==> src/rtl/uart_fifo.sv <==
// Circular byte FIFO between UART receiver and transmitter: valid/ready on both sides,
// occupancy and threshold flags, sticky overflow, synchronous flush, optional store-and-forward.
module uart_fifo #(
    parameter int DATA_W  = 8,
    parameter int DEPTH   = 16,
    parameter int AF_LVL  = DEPTH - 2,
    parameter int AE_LVL  = 1,
    parameter int SF_MODE = 0,
    localparam int ADDR_W = $clog2(DEPTH)
) (
    input  logic              clk,
    input  logic              rstn,
    input  logic              flush,
    input  logic              s_valid,
    input  logic [DATA_W-1:0] s_data,
    output logic              s_ready,
    output logic              m_valid,
    output logic [DATA_W-1:0] m_data,
    input  logic              m_ready,
    output logic [ADDR_W:0]   count,
    output logic              empty,
    output logic              full,
    output logic              almost_empty,
    output logic              almost_full,
    output logic              overflow,
    output logic              fsm_state
);

    // Handshake: a transfer happens on a rising edge where valid && ready are both high;
    // valid never waits on ready, and ready/valid here are decoded from registered state only.

    localparam logic [ADDR_W:0] FULL_CNT = DEPTH[ADDR_W:0];
    localparam logic [ADDR_W:0] AF_CNT   = AF_LVL[ADDR_W:0];
    localparam logic [ADDR_W:0] AE_CNT   = AE_LVL[ADDR_W:0];

    typedef enum logic {
        FILL  = 1'b0,
        DRAIN = 1'b1
    } state_t;

    state_t state_q, state_d;

    logic [DATA_W-1:0] mem [DEPTH];
    logic [ADDR_W-1:0] wr_ptr, rd_ptr;
    logic [ADDR_W:0]   count_q, count_d;
    logic              overflow_q;
    logic              wr_fire, rd_fire;

    assign count        = count_q;
    assign empty        = (count_q == '0);
    assign full         = (count_q == FULL_CNT);
    assign almost_empty = (count_q <= AE_CNT);
    assign almost_full  = (count_q >= AF_CNT);
    assign overflow     = overflow_q;
    assign fsm_state    = (state_q == DRAIN);

    // No full-bypass: a read in the same cycle does not reopen the write side.
    assign s_ready = !full;
    assign m_valid = (SF_MODE == 0) ? !empty : ((state_q == DRAIN) && !empty);
    assign m_data  = m_valid ? mem[rd_ptr] : '0;

    assign wr_fire = s_valid && s_ready && !flush;
    assign rd_fire = m_valid && m_ready && !flush;

    always_comb begin
        count_d = count_q;
        case ({wr_fire, rd_fire})
            2'b10:   count_d = count_q + 1'b1;
            2'b01:   count_d = count_q - 1'b1;
            default: count_d = count_q;
        endcase
    end

    always_comb begin
        state_d = state_q;
        if (flush) begin
            state_d = FILL;
        end else begin
            case (state_q)
                FILL:    if (count_d == FULL_CNT) state_d = DRAIN;
                DRAIN:   if (count_d == '0)       state_d = FILL;
                default: state_d = FILL;
            endcase
        end
    end

    always_ff @(posedge clk) begin
        if (wr_fire) mem[wr_ptr] <= s_data;
    end

    always_ff @(posedge clk or negedge rstn) begin
        if (!rstn) begin
            wr_ptr     <= '0;
            rd_ptr     <= '0;
            count_q    <= '0;
            overflow_q <= 1'b0;
            state_q    <= FILL;
        end else if (flush) begin
            wr_ptr     <= '0;
            rd_ptr     <= '0;
            count_q    <= '0;
            overflow_q <= 1'b0;
            state_q    <= FILL;
        end else begin
            if (wr_fire) wr_ptr <= wr_ptr + 1'b1;
            if (rd_fire) rd_ptr <= rd_ptr + 1'b1;
            if (s_valid && full) overflow_q <= 1'b1;
            count_q <= count_d;
            state_q <= state_d;
        end
    end

endmodule

==> config.mk <==
export PLATFORM = sky130hd
export DESIGN_NAME = uart_fifo
export DESIGN_NICKNAME = d
export VERILOG_FILES = /design/src/rtl/uart_fifo.sv
export SDC_FILE = /design/constraint.sdc
export NUM_CORES = 1
export LEC_CHECK = 0
export CAP_MARGIN = 20
export CORE_AREA = 2 2 145 147
export CTS_CLUSTER_DIAMETER = 80
export DETAILED_ROUTE_END_ITERATION = 8
export DIE_AREA = 0 0 147 149
export PLACE_DENSITY = 0.45
export SLEW_MARGIN = 25
export SYNTH_ARGS = -nofsm -noshare
export SYNTH_HDL_FRONTEND = slang
export SYNTH_SLANG_ARGS = --single-unit
export TNS_END_PERCENT = 50
==> constraint.sdc <==
create_clock -name clk -period 2.9 [get_ports clk]
set_clock_uncertainty 0.2 [all_clocks]
set_input_delay 0.29 -clock clk [delete_from_list [all_inputs] [get_ports clk]]
set_output_delay 0.29 -clock clk [all_outputs]
set_load 0.01 [all_outputs]
==> results.yml, run 1 <==
status:
  status: "complete, no violations"
yosys:
  synth_top_area_cell: "edfxtp_1"
  yosysUniqueCellTypes: 40
  synthFlopType: "edfxtp_1"
  ys_seq_area_frac: 0.700
  yosysWarnings: 0
  synth_area_leaders: "edfxtp_1 (64%), mux4_2 (12%), dfrtp_1 (6.2%)"
  async_reset_ff_frac: 0.105
  synthesis.area_sq_mm: 0.00603
  ys_seq_elements: 143
  netlist_instances: 328
  synth_area_per_cell_sq_um: 18.4
  synth_edf_count: 128
  yosys.area.top_type_share: 0.638
  synth_commonest_cells: "edfxtp_1 (128), mux4_2 (33), nor2_1 (26), dfrtp_1 (15)"
  yosysMostFrequentCell: "edfxtp_1"
  synth_nets: 353
clock_network:
  clkTransAtPathRegs_ns: 0.07
  cts_tree: "built"
  cts_buffers: 17
  root_buffer: "clkbuf_16"
  clkLatencyLatePin_ns: 0.43
  ctsHoldBuffers: 0
  clk_path_buf_depth: 2
  clock_sinks: 143
  htree_levels: 4
die:
  design.core.area_sq_mm: 0.0206
  start_util: 0.293
  ios: 34
  fp.dieW_um: 147
  num_rows: 53
  die_area_sq_mm: 0.0219
  fp.dieH_um: 149
finish:
  final_nets: 435
  antenna_cells: 0
  nFillCells: 1936
  drive_gt1_frac: 0.348
  ff_latch_area_sq_mm: 0.00422
  multi_input_area_sq_mm: 0.00172
  syn_to_final_growth_pct: 28.4
  final_util: 0.377
grt:
  met2_usage: 0.214
  busiest_layer: "met2"
  grt_usage: 0.135
  grt_pass1_vias: 3440
  overflow: 0
  grt_max_degree: 36
  grt_pass1_wl_um: 21300
  use_met1: 0.184
  antenna_found_initial: 1
  grt_use_met3: 0.0315
critical_path:
  required_ns: 2.41
  crit_type: "flop to output pin"
  worstSetupStartpointType: "flop"
  cp-end-kind: "output pin"
  cp_max_fo: 7
  ff2ff_path_depth: 11
  cp_data_arrival_time_ns: 2.39
job:
  maxCapViolCount: 0
timing:
  min_period_ns: 2.88
  max-slew-margin-rel: 0.451
  setup-violations-final: 0
  fin_crit_sh: 0.992
  tightest_slew_ns: 0.821
  fin_ws_ns: 0.0222
  finalMaxSlewViolations: 0
  rsz0062_at_grt: "yes"
  final_hold_viol_count: 0
  fmax_mhz: 347
route:
  ant_nets: 0
  num_vias: 3216
  dr.pass1.iters: 5
  drt-total-wl_um: 13900
  vias_per_cell: 4.61
  drc: 0
  drt_iter0_drc: 221
  wl_per_cell_um: 19.9
place:
  hpwl_um: 9230
  pre_cts_slack_ns: 0.0469
  portBuffers: 33
  gp_congestion: 0.786
hold_path:
  hold_path.class: "primary input to asynchronous set/reset pin"
pwr:
  power_density_mw_per_mm2: 652
  max-vdd-ir-drop_mv: 0.368
  p_leak_uw: 0.00258
## where the power goes
group	switching [uW]	leakage, uW	internal, uW
clock	871	0.000300	1460
combinational	209	0.000924	231
sequential	10.0	0.00136	2270
total	1090	0.00258	3960
## cell families after synthesis
| group | count (synthesis) | synth area share |
|---|---|---|
| muxes | 41 | 0.156 |
| DFF | 143 | 0.700 |
| and+or+nand+nor | 72 | 0.0598 |
| buffers and inverters | 29 | 0.0237 |
| adders and majority gates | 12 | 0.0249 |
| xor gates and xnor gates | 5 | 0.00727 |
| AOI/OAI and AO/OA | 26 | 0.0284 |
## area by class of cell
type | instances | area share
inverter | 11 | 0.00566
tap | 275 | 0.0445
clock buffer | 18 | 0.0554
clock inverter | 14 | 0.0267
sequential | 143 | 0.545
multi-input combinational | 156 | 0.222
timing repair buffer | 81 | 0.100
## stage by stage
stage	cell area (sq um)	total power, uW	hold slack [ns]	setup TNS [ns]	instances
finish	7740	5050	0.131	0	698
global route	7740	5230	0.208	-0.160	698
CTS	7710	5100	0.170	-0.0140	698
detailed placement	7040	2730	0.295	0	661
global placement	7040	2730	0.290	0	661
floorplan	6120	2560	-0.206	0	328
## worst max-delay path, stage by stage (launching register included)
cell and delay, ns:
dfrtp_2 0.38, buf_12 0.14, buf_12 0.14, mux4_2 0.50, mux4_2 0.52, and2_1 0.15
buf_2 0.13
## registers in the layout, indices dropped and copies added, names as in the netlist
register   cells
mem          128
overflow       1
wr_ptr         4
count          5
fsm_state      1
rd_ptr         4
## layer usage
| metal | wire, um | vias to the layer above | share of wire |
|---|---|---|---|
| met5 | 0 | - | 0 |
| met4 | 231 | 0 | 0.017 |
| met3 | 573 | 13 | 0.041 |
| met2 | 6660 | 61 | 0.48 |
| met1 | 6420 | 1673 | 0.46 |
| li1 | - | 1469 | - |
## path summary, 6_finish.rpt
kind / startpoint / endpoint / slack, ns
setup / recovery: rd_ptr[0] / m_data[4] / 0.02
hold / removal: rstn / count[1] / 0.13
setup reg to reg: count[1] / fsm_state / 0.12
hold reg to reg: overflow / overflow / 0.32
max in group asynchronous: rstn / rd_ptr[0] / 1.79
min in group clk: overflow / overflow / 0.32
## layout by cell type (no fill, tap or decap), types with 4 or more instances in the layout
master             n
inv_1              4
ha_1               9
nand2_1           12
bufinv_16          4
mux4_2            39
a31oi_1            4
inv_2              6
buf_2              5
clkdlybuf4s50_1   25
buf_4             40
and2_1             5
a21oi_1            8
nand2b_1           4
buf_12             5
inv_6              4
edfxtp_1         128
clkbuf_16         17
buf_6              4
nor2_1            25
nor3_1             5
dfrtp_1           13
## what timing repair did
item,in CTS,in global routing
buffers inserted,3,0
endpoints found under the setup margin,8,9
pin swaps,1,1
cloned,2,0
resized for setup,41,7
No activity file was read; power rests on OpenSTA's default activity.
==> inputs of run 2 (changes only) <==
--- a/config.mk
+++ b/config.mk
@@ -6,11 +6,11 @@
 export NUM_CORES = 1
 export LEC_CHECK = 0
 export CAP_MARGIN = 20
-export CORE_AREA = 2 2 145 147
+export CORE_AREA = 2 2 113 115
 export CTS_CLUSTER_DIAMETER = 80
 export DETAILED_ROUTE_END_ITERATION = 8
-export DIE_AREA = 0 0 147 149
-export PLACE_DENSITY = 0.45
+export DIE_AREA = 0 0 115 117
+export PLACE_DENSITY = 0.69
 export SLEW_MARGIN = 25
 export SYNTH_ARGS = -nofsm -noshare
 export SYNTH_HDL_FRONTEND = slang
==> run 2 against run 1 <==
Effect of this change: the flow now finishes with violations (setup timing); clock-buffer cell count increased by 8; worst setup slack lost 0.066 ns; non-clock buffer count stayed put; flip-flop and latch count unchanged; final cell count down 18%; register-to-register slack gained 0.07 ns; cell area down 1.4%; sequential share of layout area rose by 0.78 points.
==> results.yml, run 2 (same netlist as run 1, synthesis figures left out) <==
hold_path:
  hold_path.class: "primary input to asynchronous set/reset pin"
die:
  design.core.area_sq_mm: 0.0123
  num_rows: 41
  ios: 34
  fp.dieW_um: 115
  fp.dieH_um: 117
  start_util: 0.489
  die_area_sq_mm: 0.0135
critical_path:
  cp_data_arrival_time_ns: 2.45
  required_ns: 2.41
  cp_max_fo: 6
  crit_type: "flop to output pin"
  worstSetupStartpointType: "flop"
  cp-end-kind: "output pin"
clock_network:
  clkTransAtPathRegs_ns: 0.06
  root_buffer: "clkbuf_16"
  clock_sinks: 143
  htree_levels: 4
  clk_path_buf_depth: 2
  clkLatencyLatePin_ns: 0.41
  cts_buffers: 17
  ctsHoldBuffers: 0
  cts_tree: "built"
timing:
  max-slew-margin-rel: 0.515
  tns_ns: -0.0437
  fmax_mhz: 340
  fin_ws_ns: -0.0437
  fin_crit_sh: 1.02
  whs_ns: 0.112
  finalMaxSlewViolations: 0
  rsz0062_at_grt: "yes"
  min_period_ns: 2.94
  final_hold_viol_count: 0
  setup-violations-final: 1
  tightest_slew_ns: 0.725
place:
  dp_cells: 527
  portBuffers: 33
  gp_congestion: 0.867
  place_area_sq_mm: 0.00682
  hpwl_um: 7740
finish:
  syn_to_final_growth_pct: 26.6
  fin_cells: 573
  largest_reg_flops: 128
  final_cell_mix: "edfxtp_1 (128), mux4_2 (40), buf_4 (31)"
  final_util: 0.620
  final_area_sq_mm: 0.00763
  antenna_cells: 0
  top_register: "mem"
  final_nets: 435
  final_common_cell: "edfxtp_1"
  drive_gt1_frac: 0.359
  nFillCells: 890
grt:
  grt_max_degree: 20
  overflow: 0
  grt_usage: 0.215
  grt_pass1_wl_um: 20300
  antenna_found_initial: 0
  grt_pass1_vias: 3524
route:
  wl_per_cell_um: 22.8
  ant_nets: 0
  dr.pass1.iters: 4
  drt-total-wl_um: 13100
  vias_per_cell: 5.82
  num_vias: 3335
  drc: 0
  drt_iter0_drc: 317
status:
  status: "finished, violations left"
  violations: "setup timing"
pwr:
  power_density_mw_per_mm2: 643
  p_leak_uw: 0.00259
  max-vdd-ir-drop_mv: 0.486
job:
  maxCapViolCount: 0
-- run 2: changes by cell type in the layout (fill, tap and decap cells not counted), moves of 3 or more --
cell,previous run,this run
clkbuf_16,17,22
buf_6,4,15
bufinv_16,4,0
buf_12,5,8
buf_2,5,1
and2_4,3,7
inv_6,4,0
and2_1,5,1
clkinv_2,0,3
buf_4,40,31
-- run 2: path summary, 6_finish.rpt --
path,from,depth (start not counted),end,slack [ns]
worst max register to register,count[0],12,fsm_state,0.19
min in group clk,overflow,2,overflow,0.30
worst max-delay path,rd_ptr[0],7,m_data[2],-0.04
worst min-delay path,rstn,1,count[4],0.11
worst min register to register,overflow,2,overflow,0.30
max in group asynchronous,rstn,1,count[1],1.88
-- run 2: report_power, final --
group / total, uW / switching [uW] / leakage, uW / internal, uW
clock: 2160 / 785 / 0.000302 / 1370
combinational: 468 / 209 / 0.000936 / 259
sequential: 2280 / 13.0 / 0.00136 / 2270
total: 4910 / 1010 / 0.00259 / 3900
-- run 2: what timing repair did --
| action | 4_1_cts | 5_1_grt |
|---|---|---|
| setup endpoints to repair | 8 | 9 |
| hold endpoints to repair | 0 | 0 |
| gates resized for setup | 56 | 13 |
| pin swaps | 7 | 0 |
| cloned | 2 | 0 |
| buffers inserted | 14 | 0 |
-- run 2: through the flow --
step | total power (uW) | setup slack, ns
final | 4910 | -0.0437
after global placement | 2700 | 0.107
after global routing | 5080 | -0.0859
after detailed placement | 2710 | 0.105
after floorplan | 2560 | 0.00865
after CTS | 4950 | -0.0546
-- run 2: area by class of cell --
type / count / area [sq um] / area share
clock buffer: 26 / 576 / 0.0754
clock inverter: 6 / 37.5 / 0.00492
inverter: 11 / 43.8 / 0.00574
multi-input combinational: 156 / 1730 / 0.227
sequential: 143 / 4220 / 0.553
tap: 150 / 188 / 0.0246
timing repair buffer: 81 / 832 / 0.109
-- run 2: critical path: stages, from the launching register on --
cell and delay [ns]:
dfrtp_2 0.45, buf_6 0.14, buf_8 0.12, buf_6 0.09
mux4_2 0.50, mux4_2 0.47, and2_4 0.15, buf_6 0.11
-- run 2: metal layers --
layer  GRT usage  vias to the layer above  share of wire
li1            -                     1470              -
met5           0                        -              0
met4      0.0988                        0          0.032
met1       0.278                     1716           0.41
met3      0.0505                       24          0.055
met2       0.351                      125           0.50
==> inputs of run 3 (changes only) <==
--- a/config.mk
+++ b/config.mk
@@ -5,12 +5,13 @@
 export SDC_FILE = /design/constraint.sdc
 export NUM_CORES = 1
 export LEC_CHECK = 0
-export CAP_MARGIN = 20
+export ABC_CLOCK_PERIOD_IN_PS = 2900
 export CORE_AREA = 2 2 113 115
 export CTS_CLUSTER_DIAMETER = 80
 export DETAILED_ROUTE_END_ITERATION = 8
 export DIE_AREA = 0 0 115 117
 export PLACE_DENSITY = 0.69
+export SETUP_SLACK_MARGIN = 0.05
 export SLEW_MARGIN = 25
 export SYNTH_ARGS = -nofsm -noshare
 export SYNTH_HDL_FRONTEND = slang
==> run 3 against run 2 <==
Effect of this change: the flow now finishes without violations; combinational power down 6.8%; utilization down 1.2 points; clock power down 6%; worst setup slack better by 0.062 ns; sequential share of layout area up 1.1 points; via count down 1.9%; power down 3.3%; routed wire length down 3.5%; maximum frequency up 2.2%; critical path type unchanged; critical endpoint is now m_data[3]; largest cell class unchanged.
==> results.yml, run 3 (same netlist as run 1, synthesis figures left out) <==
status:
  status: "complete, no violations"
place:
  gp_congestion: 0.820
  hpwl_um: 8100
  place_area_sq_mm: 0.00682
  portBuffers: 33
  pre_cts_slack_ns: 0.0944
clock_network:
  root_buffer: "clkbuf_16"
  htree_levels: 4
  cts_tree: "built"
  clkLatencyLatePin_ns: 0.41
  clkTransAtPathRegs_ns: 0.06
  clock_sinks: 143
  clk_path_buf_depth: 2
  cts_buffers: 17
  ctsHoldBuffers: 0
timing:
  tns_ns: 0
  fmax_mhz: 347
  setup-violations-final: 0
  fin_crit_sh: 0.994
  min_period_ns: 2.88
  fin_ws_ns: 0.0184
  rsz0062_at_grt: "yes"
  finalMaxSlewViolations: 0
  max-slew-margin-rel: 0.489
  final_hold_viol_count: 0
  tightest_slew_ns: 0.764
die:
  die_area_sq_mm: 0.0135
  fp.dieW_um: 115
  num_rows: 41
  fp.dieH_um: 117
  start_util: 0.489
  ios: 34
  design.core.area_sq_mm: 0.0123
pwr:
  p_leak_uw: 0.00252
  power.total_uw: 4740
  max-vdd-ir-drop_mv: 0.361
  power_density_mw_per_mm2: 634
critical_path:
  required_ns: 2.41
  worst-path-buf-inv: 3
  crit_path_top_delay_cell: "mux4_2"
  cp-end-kind: "output pin"
  crit_type: "flop to output pin"
  crit_path_max_incr_delay_ns: 0.51
  cp_data_arrival_time_ns: 2.39
  worstSetupStartpointType: "flop"
  cp_top_family: "multiplexers"
  worstSetupPathDepth: 6
  ff2ff_path_depth: 11
  cp_max_fo: 6
  cp_cell_sequence: "buf_6 > buf_12 > mux4_2 > mux4_2 > and2_4 > buf_6"
route:
  vias_per_cell: 5.77
  drc: 0
  drt_iter0_drc: 352
  drt-total-wl_um: 12600
  ant_nets: 0
  dr.pass1.iters: 4
  num_vias: 3273
  wl_per_cell_um: 22.2
grt:
  grt_pass1_wl_um: 19200
  grt_usage: 0.203
  overflow: 0
  grt_max_degree: 26
  antenna_found_initial: 0
  grt_pass1_vias: 3403
job:
  maxCapViolCount: 0
finish:
  ff_latch_area_sq_mm: 0.00422
  final_nets: 430
  syn_to_final_growth_pct: 24.1
  top_register: "mem"
  final_common_cell: "edfxtp_1"
  final_cell_mix: "edfxtp_1 (128), mux4_2 (38), buf_4 (32)"
  antenna_cells: 0
  nFillCells: 872
  multi_input_area_sq_mm: 0.00173
  largest_reg_flops: 128
  final_area_sq_mm: 0.00748
  drive_gt1_frac: 0.333
hold_path:
  hold_path.class: "primary input to asynchronous set/reset pin"
## run 3: where the power goes
group	leakage [uW]	internal, uW	switching (uW)
combinational	0.000901	236	200
clock	0.000258	1240	783
sequential	0.00136	2270	12.9
total	0.00252	3750	996
## run 3: area by class of cell
| class | count | share of cell area |
|---|---|---|
| repair buffers | 76 | 0.0984 |
| flip-flops and latches | 143 | 0.565 |
| clock inverters | 13 | 0.0166 |
| clock buffers | 18 | 0.0574 |
| well taps | 150 | 0.0251 |
| inverters | 11 | 0.00653 |
| multi-input cells | 156 | 0.231 |
## run 3: per-stage QoR
step / instances / util / hold WS (ns)
after global routing: 567 / 0.607 / 0.174
final: 567 / 0.607 / 0.128
after global placement: 527 / 0.554 / 0.284
after floorplan: 328 / - / -0.206
after detailed placement: 527 / 0.554 / 0.313
after CTS: 567 / 0.609 / 0.124
## run 3: routing by layer
layer  GRT usage  part of all wire  vias up  wire length, um
met5           0                 0        -                0
met4      0.0715             0.013        0              170
met3      0.0489             0.056       13              700
met2       0.340              0.51      112             6450
met1       0.263              0.42     1694             5270
li1            -                 -     1454                -
## run 3: worst paths after layout
check,endpoint,startpoint,slack [ns]
max,m_data[3],rd_ptr[0],0.02
min,count[0],rstn,0.13
max reg2reg,fsm_state,count[3],0.11
min reg2reg,overflow,overflow,0.32
max in group asynchronous,rd_ptr[0],rstn,1.84
min in group clk,overflow,overflow,0.32
## run 3: repair_timing
action,4_1_cts,5_1_grt
setup buffers,7,2
endpoints found under the setup margin,8,9
resized for setup,50,11
cloned,2,0
pin swaps,7,1
